### src/rtl/seq_bit_serializer_if.sv
// Handshake and serial-output bundle between an upstream word source and seq_bit_serializer.
interface seq_bit_serializer_if #(
  parameter int unsigned WIDTH = 8
);
  logic [WIDTH-1:0] Din;
  logic             Din_Vld;
  logic             Din_Rdy;
  logic             B;
  logic             B_Vld;
  logic             Busy;
  logic             Word_Done;

  modport slave (
    input  Din, Din_Vld,
    output Din_Rdy, B, B_Vld, Busy, Word_Done
  );

  modport master (
    output Din, Din_Vld,
    input  Din_Rdy, B, B_Vld, Busy, Word_Done
  );
endinterface

### src/rtl/seq_bit_serializer.sv
// Parallel-to-serial front end: accepts WIDTH-bit words and streams them one bit per Clk on B,
// chaining consecutive words with no idle bit between them.
module seq_bit_serializer #(
  parameter int unsigned WIDTH     = 8,
  parameter bit          MSB_FIRST = 1'b1,
  parameter bit          IDLE_BIT  = 1'b0
) (
  input  logic                 Clk,
  input  logic                 Rst,
  seq_bit_serializer_if.slave  bus
);

  localparam int unsigned     CW   = (WIDTH > 1) ? $clog2(WIDTH) : 1;
  localparam logic [CW-1:0]   LAST = CW'(WIDTH - 1);

  typedef enum logic {IDLE, SHIFT} state_t;

  state_t           state, state_n;
  logic [WIDTH-1:0] sreg, sreg_n;
  logic [CW-1:0]    cnt, cnt_n;
  logic             b_q, b_n;
  logic             bvld_q, bvld_n;
  logic             busy_q, busy_n;
  logic             wd_q, wd_n;
  logic             accept;

  function automatic logic first_bit(input logic [WIDTH-1:0] w);
    return MSB_FIRST ? w[WIDTH-1] : w[0];
  endfunction

  function automatic logic [WIDTH-1:0] advance(input logic [WIDTH-1:0] w);
    return MSB_FIRST ? (w << 1) : (w >> 1);
  endfunction

  assign bus.Din_Rdy   = Rst && ((state == IDLE) || (cnt == LAST));
  assign accept        = bus.Din_Vld && bus.Din_Rdy;
  assign bus.B         = b_q;
  assign bus.B_Vld     = bvld_q;
  assign bus.Busy      = busy_q;
  assign bus.Word_Done = wd_q;

  // B is registered, so the shift register keeps only the bits not yet presented;
  // a load drops the first bit straight into b_n and stores the remainder.
  always_comb begin
    state_n = state;
    sreg_n  = sreg;
    cnt_n   = cnt;
    b_n     = IDLE_BIT;
    bvld_n  = 1'b0;
    busy_n  = 1'b0;
    wd_n    = 1'b0;
    if (accept) begin
      state_n = SHIFT;
      sreg_n  = advance(bus.Din);
      cnt_n   = '0;
      b_n     = first_bit(bus.Din);
      bvld_n  = 1'b1;
      busy_n  = 1'b1;
    end else if ((state == SHIFT) && (cnt != LAST)) begin
      sreg_n  = advance(sreg);
      cnt_n   = cnt + 1'b1;
      b_n     = first_bit(sreg);
      bvld_n  = 1'b1;
      busy_n  = 1'b1;
      wd_n    = (cnt_n == LAST);
    end else begin
      state_n = IDLE;
      cnt_n   = '0;
    end
  end

  always_ff @(posedge Clk) begin
    if (!Rst) begin
      state  <= IDLE;
      sreg   <= '0;
      cnt    <= '0;
      b_q    <= IDLE_BIT;
      bvld_q <= 1'b0;
      busy_q <= 1'b0;
      wd_q   <= 1'b0;
    end else begin
      state  <= state_n;
      sreg   <= sreg_n;
      cnt    <= cnt_n;
      b_q    <= b_n;
      bvld_q <= bvld_n;
      busy_q <= busy_n;
      wd_q   <= wd_n;
    end
  end

endmodule

### src/flat_wrapper.sv
// flat-port wrapper written by rule: the top's interface ports become plain ports
module seq_bit_serializer_flat 
#(
  parameter int unsigned WIDTH     = 8,
  parameter bit          MSB_FIRST = 1'b1,
  parameter bit          IDLE_BIT  = 1'b0
)
  (Clk, Rst, bus_Din, bus_Din_Vld, bus_Din_Rdy, bus_B, bus_B_Vld, bus_Busy, bus_Word_Done);
  seq_bit_serializer_if #(.WIDTH(WIDTH)) bus_i ();
  input  logic Clk;
  input  logic Rst;
  input wire logic [$bits(bus_i.Din)-1:0] bus_Din;
  input wire logic [$bits(bus_i.Din_Vld)-1:0] bus_Din_Vld;
  output wire logic [$bits(bus_i.Din_Rdy)-1:0] bus_Din_Rdy;
  output wire logic [$bits(bus_i.B)-1:0] bus_B;
  output wire logic [$bits(bus_i.B_Vld)-1:0] bus_B_Vld;
  output wire logic [$bits(bus_i.Busy)-1:0] bus_Busy;
  output wire logic [$bits(bus_i.Word_Done)-1:0] bus_Word_Done;
  assign bus_i.Din = bus_Din;
  assign bus_i.Din_Vld = bus_Din_Vld;
  assign bus_Din_Rdy = bus_i.Din_Rdy;
  assign bus_B = bus_i.B;
  assign bus_B_Vld = bus_i.B_Vld;
  assign bus_Busy = bus_i.Busy;
  assign bus_Word_Done = bus_i.Word_Done;
  seq_bit_serializer #(.WIDTH(WIDTH), .MSB_FIRST(MSB_FIRST), .IDLE_BIT(IDLE_BIT)) u_core (.Clk(Clk), .Rst(Rst), .bus(bus_i));
endmodule
### config.mk
export PLATFORM = sky130hd
export DESIGN_NAME = seq_bit_serializer_flat
export DESIGN_NICKNAME = d
export VERILOG_FILES = /design/src/rtl/seq_bit_serializer_if.sv /design/src/rtl/seq_bit_serializer.sv /design/src/flat_wrapper.sv
export SDC_FILE = /design/constraint.sdc
export NUM_CORES = 1
export LEC_CHECK = 0
export ABC_AREA = 1
export CORE_UTILIZATION = 35
export CTS_CLUSTER_SIZE = 25
export DETAILED_ROUTE_END_ITERATION = 10
export SLEW_MARGIN = 10
export SYNTH_ARGS = -nofsm -noshare
export SYNTH_HDL_FRONTEND = slang
export SYNTH_SLANG_ARGS = --single-unit
### constraint.sdc
create_clock -name Clk -period 3.8 [get_ports Clk]
set_input_delay 0.95 -clock Clk [delete_from_list [all_inputs] [get_ports Clk]]
set_output_delay 0.95 -clock Clk [all_outputs]
set_load 0.02 [all_outputs]
# After elaboration in Yosys (flattened, before gate mapping)
# Cells that the tools add are included.
[op_classes] eq_ne=4 bitwise_logic=3 reduce_logical=6 add_sub_neg=1 muxes=8
[ops] op="8-bit 2-to-1 mux" n=2
[ops] op="3-bit == test (second input constant)" n=2
[ops] op="1-bit 2-to-1 mux" n=6
[ops] op="3-bit by 1-bit adder with 3-bit output (second input constant)" n=1
[ops] op="1-bit logical AND" n=3
[ops] op="3-bit inequality test (second input constant)" n=1
[ops] op="1-bit inverter" n=3
[ops] op="3-bit OR reduction" n=1
[ops] op="2-bit by 1-bit inequality test with 1-bit output (second input constant)" n=1
[ops] op="2-bit nonzero test" n=1
[ops] op="1-bit logical OR" n=1
[word_totals] ff_bits=14 elab_cells=28 in_bits=11

# Logic depth before layout (Yosys ltp)
[logic_depth] depth_word=5 depth_mapped=10

# Least setup slack after synthesis
# OpenSTA, ideal clock, no wires.
[synth_path] path_kind="input to output" from="in Rst" to="out bus_Din_Rdy" path_slack_ns=1.459 arrival_time_ns=1.391 path_stages=4 n_path_buf=2 path_cell_list="buf_6 inv_4 buf_6 nor2_4"
[synth_via] elab_chain_len=1
[synth_rtl] item="from (decl)" line_no="flat_wrapper.sv:11" text="input logic Rst;"
[synth_rtl] item="1-bit logical AND" line_no="seq_bit_serializer.sv:35" text="assign bus.Din_Rdy = Rst && ((state == IDLE) || (cnt == LAST));"
[synth_rtl] item="to (decl)" line_no="flat_wrapper.sv:14" text="output wire logic [$bits(bus_i.Din_Rdy)-1:0] bus_Din_Rdy;"
# No other way between the ends.

# Final worst setup path
# Ends and elaborated chain as after synthesis.

==> out/results.tsv <==
metric	value	unit
status	complete, no violations	
r2r_start	u_core.cnt[0]	
path_class	in2out	
drt_pass1_iterations	4	
n_antenna_cell	0	
clk_pin_slew	0.08	ns
gp_congestion	0.740	
cts_resized	0	
clock_latency	0.29	ns
vias	552	
area_delta_synth_final	25.3	%
grt_max_degree	12	
crit_path_start_kind	input port	
track_usage	13.1	%
crit_path_end_kind	primary output	
synth_area	698	um2
hold_buffers	0	
cts-buffers-inserted	3	
dpl.cell_count	126	
timing.fmax	310	MHz
final_cell_mix	26 x nor2_1, 15 x clkdlybuf4s50_1, 14 x dfxtp_1, 10 x inv_1	
drt_iter0_drc	8	
fillers	191	
layout_commonest_cell	nor2_1	
synthCells	90	
final_cells	130	
leakage	0.370	nW
root_buffer	clkbuf_4	
worstSetupStartpoint	Rst	
drc_errors	0	
postRouteAntennaNets	0	
syn_area_per_cell	7.76	um2
grt_pass1_wl	1910	um
synth_edf_count	0	
synth_nets	104	
nets	120	
drive_gt1_share	18.1	%
rsz0062_at_grt	false	
die_w	46.7	um
synth-async-reset-ratio	0	%
num_rows	15	
finalSetupViolCount	0	
synth-seq-cells	14	
viasPerCell	4.25	
worstPathMaxFanout	11	
rr_worst_depth	8	
ys_warn_count	0	
overflow	0	
final.min_clock_period	3.23	ns
antenna_found_initial	0	
whs	0.444	ns
regToRegSetupSlack	2.44	ns
vdd_drop_max	156	uV
min_from	u_core.cnt[0]	
finalPower	316	uW
hold_violations	0	
timing.final.crit_share	85.0	%
relSlewSlack	76.7	%
tns	0	ns
io_buffers	15	
wl	1220	um
cp.arrival	2.28	ns
whs_path_depth	1	
post_cts_buffers	0	
fp.dieH	46.7	um
core	0.00180	mm2
hpwl	867	um
htree_levels	1	
synth_ff_type	dfxtp_1	
initial_core_util	38.8	%
maxSlewViolCount	0	
power-per-cell-area	361	mW/mm2
ys_types	18	
skew	0.00505	ns
wl_per_cell	9.35	um
hold_end	u_core.cnt[0]	
required	2.85	ns
maxCapViolCount	0	
r2r_end	u_core.sreg[4]	
cts_tree	yes	
cts.sinks	14	
ios	16	
worstMarginPinSlew	0.349	ns
clockBufferDepth	2	
grt_pass1_vias	465	
dieArea	0.00218	mm2
hp-class	reg2reg	
ys_seq_area_share	40.1	%
-- how the worst max path moves through the flow --
stage	depth (start not counted)	slack (ns)	end
after floorplan	4	1.46	bus_Din_Rdy
after detailed placement	4	0.56	bus_Din_Rdy
final	4	0.57	bus_Din_Rdy
after CTS	4	0.56	bus_Din_Rdy
after global routing	4	0.51	bus_Din_Rdy
after global placement	4	0.57	bus_Din_Rdy
-- through the flow --
step           instance area [um2]  util, %  setup WS (ns)
2_1_floorplan                  698        -           1.46
3_3_place_gp                   838     46.5          0.572
3_5_place_dp                   838     46.5          0.563
4_1_cts                        875     48.5          0.565
5_1_grt                        875     48.5          0.513
6_report                       875     48.5          0.571
-- synth_stat cells (2+ instances only) --
cell | instances | area [um2]
a21oi_1 | 2 | 10.0
buf_4 | 2 | 15.0
buf_6 | 3 | 33.8
dfxtp_1 | 14 | 280
ha_1 | 3 | 37.5
inv_1 | 10 | 37.5
inv_2 | 2 | 7.51
nand2_1 | 7 | 26.3
nand2_2 | 7 | 43.8
nand3_1 | 2 | 10.0
nand4_1 | 6 | 37.5
nor2_1 | 26 | 97.6
-- logic make-up after synthesis --
logic type	after synthesis	share of synthesized area, %
simple gates	50	34.1
compound gates	4	4.48
buf+inv	19	16.0
fa+ha+maj	3	5.38
flops	14	40.1
-- metal layers --
| metal | vias up | global-route usage (%) | part of all wire, % |
|---|---|---|---|
| met5 | - | 0 | 0 |
| met4 | 0 | 8.00 | 0.99 |
| met3 | 2 | 6.27 | 6.1 |
| met2 | 19 | 20.0 | 50 |
| met1 | 229 | 14.7 | 43 |
| li1 | 302 | - | - |
-- where the power goes --
group | switching (mW) | internal [mW]
sequential | 0.00328 | 0.153
clock | 0.0508 | 0.0584
combinational | 0.0274 | 0.0235
total | 0.0815 | 0.235
-- worst max-delay path: stages --
cell and delay, ns:
clkdlybuf4s50_1 0.52, inv_4 0.10, nor2_4 0.11, clkdlybuf4s50_1 0.60
-- final cells by class --
cell class | count | area (um2) | share of cell area (%)
Multi-Input combinational cell | 57 | 307 | 35.1
Inverter | 14 | 62.6 | 7.15
Clock buffer | 4 | 36.3 | 4.15
Sequential cell | 14 | 280 | 32.0
Tap cell | 25 | 31.3 | 3.58
Timing Repair Buffer | 16 | 158 | 18.0
-- registers in the layout, summed over array words and instances, names as in the netlist --
register              count
u_core.cnt                3
u_core.bus.B_Vld          1
u_core.state              1
u_core.bus.B              1
u_core.sreg               7
u_core.bus.Word_Done      1
Power figures use the tool's default switching activity.
==> RTL edit 1 (same settings) <==
`WIDTH` is set to 8 in 3 places; all go to 4.
--- a/src/rtl/seq_bit_serializer_if.sv
+++ b/src/rtl/seq_bit_serializer_if.sv
@@ -1,6 +1,6 @@
 // Handshake and serial-output bundle between an upstream word source and seq_bit_serializer.
 interface seq_bit_serializer_if #(
-  parameter int unsigned WIDTH = 8
+  parameter int unsigned WIDTH = 4
 );
   logic [WIDTH-1:0] Din;
   logic             Din_Vld;
--- a/src/rtl/seq_bit_serializer.sv
+++ b/src/rtl/seq_bit_serializer.sv
@@ -1,7 +1,7 @@
 // Parallel-to-serial front end: accepts WIDTH-bit words and streams them one bit per Clk on B,
 // chaining consecutive words with no idle bit between them.
 module seq_bit_serializer #(
-  parameter int unsigned WIDTH     = 8,
+  parameter int unsigned WIDTH     = 4,
   parameter bit          MSB_FIRST = 1'b1,
   parameter bit          IDLE_BIT  = 1'b0
 ) (
--- a/src/flat_wrapper.sv
+++ b/src/flat_wrapper.sv
@@ -1,7 +1,7 @@
 // flat-port wrapper written by rule: the top's interface ports become plain ports
 module seq_bit_serializer_flat 
 #(
-  parameter int unsigned WIDTH     = 8,
+  parameter int unsigned WIDTH     = 4,
   parameter bit          MSB_FIRST = 1'b1,
   parameter bit          IDLE_BIT  = 1'b0
 )
Ports: changed (resized bus_Din); port bits go from 16 to 12. No check against the original RTL was run, so the function may have changed too.
==> RTL edit 1 against the unedited design <==
First-iteration DRC count is 50% higher; setup slack worse by 0.079 ns; via count is 39% lower; final area is 41% lower; count of clock-buffer cells in the layout stayed put; area after synthesis is 46% lower; die area is 44% lower; sequential cell count is 5 lower; routed wire length is 49% lower; total power is 40% lower; critical path type unchanged.
==> RTL edit 1: results (changes against the unedited design) <==
status -> finished, final reports clean (unchanged)
I/O Buffers -> 11 (was 15)
data arrival time of the worst path -> 2.36 ns (was 2.28 ns)
fin worst setup slack -> 0.493 ns (was 0.571 ns)
synth top area cells -> dfxtp_1, nor2_1, inv_1 (was dfxtp_1, nor2_1, nand2_2)
first-pass GRT wire length -> 1170 um (was 1910 um)
Worst-Margin Slew -> 0.208 ns (was 0.349 ns)
comb pwr -> 0.0297 mW (was 0.0509 mW)
vias in the first global route -> 314 (was 465)
post-cts repair resize count -> 0 (unchanged)
share of layout cells above drive strength 1 -> 9.38% (was 18.1%)
CP delay by family, top -> buffers and inverters (unchanged)
Yosys cell types -> 13 (was 18)
Final nets -> 74 (was 120)
pre-CTS setup slack -> 0.485 ns (was 0.563 ns)
worst reg2reg endpoint -> u_core.bus.B (was u_core.sreg[4])
P_int -> 0.139 mW (was 0.235 mW)
Synth async-reset ratio -> 0% (unchanged)
Hold Crit Depth -> 1 (unchanged)
synth cell count leaders -> nor2_1, dfxtp_1, inv_1, nand2_1 (was nor2_1, dfxtp_1, inv_1, nand2_1, nand2_2)
CP Capture Point -> bus_Din_Rdy (unchanged)
Slowest cell on crit path -> clkdlybuf4s50_1 (unchanged)
largest net degree at the start of global routing -> 8 (was 12)
DP Wirelength -> 488 um (was 867 um)
PwrDens -> 366 nW/um2 (was 361 nW/um2)
Avg Vias per Cell -> 4.36 (was 4.25)
dpl cell area -> 498 um2 (was 838 um2)
Worst Hold Launch -> u_core.cnt[0] (unchanged)
Syn Nets -> 59 (was 104)
Clk Tree Root Cell -> clkbuf_2 (was clkbuf_4)
CP Max Fanout -> 7 (was 11)
Skew-Pair Late Insertion Delay -> 0.25 ns (was 0.29 ns)
clock network power -> 0.0593 mW (was 0.109 mW)
Max clock buf depth -> 2 (unchanged)
initial antenna violation count -> 0 (unchanged)
RePlAce Congestion -> 0.692 (was 0.740)
Final Non-Filler Cells -> 77 (was 130)
WL per Instance -> 7.99 um (was 9.35 um)
CP max stage delay -> 0.62 ns (was 0.60 ns)
largest registers -> u_core.sreg (3), u_core.cnt (2) (was u_core.sreg (7), u_core.cnt (3))
peak supply drop -> 184 uV (was 156 uV)
worst hold path class -> reg2reg (unchanged)
DRT iter0 DRCs -> 12 (was 8)
Mean Syn Cell Area -> 7.58 um2 (was 7.76 um2)
flop-to-flop setup slack -> 2.67 ns (was 2.44 ns)
drt pass-1 iters -> 4 (unchanged)
post-synthesis sequential area ratio -> 47.5% (was 40.1%)
Critical R2R Launch -> u_core.cnt[0] (unchanged)
clock skew -> 0.00111 ns (was 0.00505 ns)
max-slew violations -> 0 (unchanged)
Post-CTS Setup Inserts -> 0 (unchanged)
synth warn -> 0 (unchanged)
Leak -> 0.228 nW (was 0.370 nW)
worst r2r path cells -> 6 (was 8)
Fin Hold WS -> 0.462 ns (was 0.444 ns)
placed cells -> 73 (was 126)
Hold EP -> u_core.cnt[0] (unchanged)
overall global routing resource usage -> 13.5% (was 13.1%)
-- RTL edit 1: cell types whose count changed after synthesis, sizes merged --
cell / before / now
dfxtp: 14 / 9
ha: 3 / 2
inv: 14 / 10
buf: 5 / 1
nand2: 15 / 6
nor2: 27 / 14
nand4: 6 / 2
-- RTL edit 1: cell type report --
| cell class | count | area [um2] |
|---|---|---|
| timing repair buffer | 11 | 110 |
| sequential | 9 | 180 |
| multi-input combinational | 30 | 154 |
| clock buffer | 4 | 18.8 |
| inverter | 10 | 37.5 |
| tap | 13 | 16.3 |
| fill | 103 | 447 |
-- RTL edit 1: layer usage --
metal	vias to the layer above	wire length (um)	track usage [%]
li1	181	-	-
met1	140	287	15.6
met2	10	270	20.3
met3	5	25	3.85
met4	0	31	12.0
met5	-	0	0
-- RTL edit 1: logic make-up (layout without fill, tap and decap cells) --
family          after synthesis  count (layout)  share of synthesized area, %
compound gates                4               4                          6.27
fa+ha+maj                     2               2                          6.60
buf+inv                      11              25                          11.9
flops                         9               9                          47.5
simple gates                 24              24                          27.7
==> RTL edit 2 (same settings) <==
Without the edit above. Make the reset (`Rst`) asynchronous in one clocked block.
--- a/src/rtl/seq_bit_serializer.sv
+++ b/src/rtl/seq_bit_serializer.sv
@@ -69,7 +69,7 @@
     end
   end
 
-  always_ff @(posedge Clk) begin
+  always_ff @(posedge Clk or negedge Rst) begin
     if (!Rst) begin
       state  <= IDLE;
       sreg   <= '0;
Behaviour: differs if Rst is asserted again (counterexample within 4 cycles, from zero or initial values and one cycle with Rst low); with Rst held inactive, the same outputs for 10 cycles.
==> RTL edit 2 against the unedited design <==
Via count decreased by 12%; routed wire length decreased by 7.6%; setup slack got worse by 0.11 ns; sequential cell count unchanged; area after synthesis decreased by 5.0%; clock skew decreased by 0.0030 ns; final area decreased by 1.7%; largest cell class is now registers.
Power is not compared: it rests on default switching activity, and its combinational part moved more than twofold at a synthesized area within 25%.
==> RTL edit 2: results (changes against the unedited design) <==
status -> finished, final reports clean (unchanged)
worst reg2reg endpoint -> u_core.sreg[1] (was u_core.sreg[4])
Final nets -> 98 (was 120)
clk slew on worst S/H paths -> 0.08 ns (about the same)
worst r2r path cells -> 8 (unchanged)
Max Freq -> 0.300 GHz (was 0.310 GHz)
Synth async-reset ratio -> 100% (was 0%)
Skew-Pair Late Insertion Delay -> 0.28 ns
DP Wirelength -> 765 um (was 867 um)
post-synthesis sequential area ratio -> 52.8% (was 40.1%)
share of layout cells above drive strength 1 -> 21.7% (was 18.1%)
first-pass GRT wire length -> 1950 um (was 1910 um)
synth cell count leaders -> dfrtp_1, nand2_1, inv_1 (was nor2_1, dfxtp_1, inv_1, nand2_1, nand2_2)
via count -> 486 (was 552)
Slew HR -> 71.3% (was 76.7%)
vias in the first global route -> 446 (was 465)
Top FF cell, synth -> dfrtp_1 (was dfxtp_1)
initial antenna violation count -> 0 (unchanged)
overall global routing resource usage -> 13.7% (was 13.1%)
crit path from -> u_core.cnt[0] (was Rst)
dpl cell area -> 823 um2 (was 838 um2)
RePlAce Congestion -> 0.747 (was 0.740)
placed cells -> 104 (was 126)
CP max stage delay -> 0.63 ns (was 0.60 ns)
Cells after Synth -> 67 (was 90)
Avg Vias per Cell -> 4.50 (was 4.25)
Yosys cell types -> 14 (was 18)
data arrival time of the worst path -> 2.38 ns (was 2.28 ns)
Routed Wire Length -> 1120 um (was 1220 um)
Fin Hold WS -> 0.471 ns (was 0.444 ns)
Syn Nets -> 81 (was 104)
CP Max Fanout -> 12 (was 11)
pre-CTS setup slack -> 0.555 ns (was 0.563 ns)
synth warn -> 0 (unchanged)
flop-to-flop setup slack -> 2.07 ns (was 2.44 ns)
Post-CTS Setup Inserts -> 0 (unchanged)
DRT iter0 DRCs -> 9 (was 8)
clock skew -> 0.00206 ns (was 0.00505 ns)
largest net degree at the start of global routing -> 21 (was 12)
synth top area cells -> dfrtp_1, nand3_2, nand2_1 (was dfxtp_1, nor2_1, nand2_2)
-- RTL edit 2: power breakdown --
part / internal, mW / total (mW) / switching [mW]
logic: 0.104 / 0.252 / 0.149
clock network: 0.0583 / 0.108 / 0.0495
registers: 0.210 / 0.240 / 0.0304
total: 0.372 / 0.600 / 0.228
-- RTL edit 2: logic make-up (layout without fill, tap and decap cells) --
kind of cell	Yosys count	in the layout	synth area share, %
compound gates	1	1	1.13
fa+ha+maj	3	3	5.66
buf+inv	12	28	8.87
flops	14	14	52.8
simple gates	37	37	31.5
-- RTL edit 2: how the worst min path moves through the flow --
stage / startpoint / end / cells past startpoint
after floorplan: u_core.cnt[0] / u_core.cnt[0] / 1
after global placement: u_core.cnt[0] / u_core.cnt[0] / 1
after detailed placement: u_core.cnt[0] / u_core.cnt[0] / 1
after CTS: u_core.cnt[0] / u_core.cnt[0] / 1
after global routing: u_core.cnt[0] / u_core.cnt[0] / 1
final: u_core.cnt[0] / u_core.cnt[0] / 1
-- RTL edit 2: area by class of cell --
class	instances	area, um2
tap	25	31.3
timing repair buffer	16	158
multi-input combinational	41	254
clock buffer	4	36.3
inverter	8	30.0
fill	169	886
sequential	14	350
-- RTL edit 2: per-layer routing --
layer  share of wire [%]  GRT usage [%]  wire length [um]  up-vias
met5                   0              0                 0        -
met3                 4.6           4.76                52        4
met4                 2.0           9.09                22        0
li1                    -              -                 -      245
met2                  48           19.7               534       13
met1                  46           17.3               514      224
-- RTL edit 2: critical path: cells and delay by family, from the launching register on --
kind	cells	cell delay (ns)
DFF	1	0.38
and+or+nand+nor	2	0.52
adders and majority gates	2	0.29
buffers and inverters	3	0.90
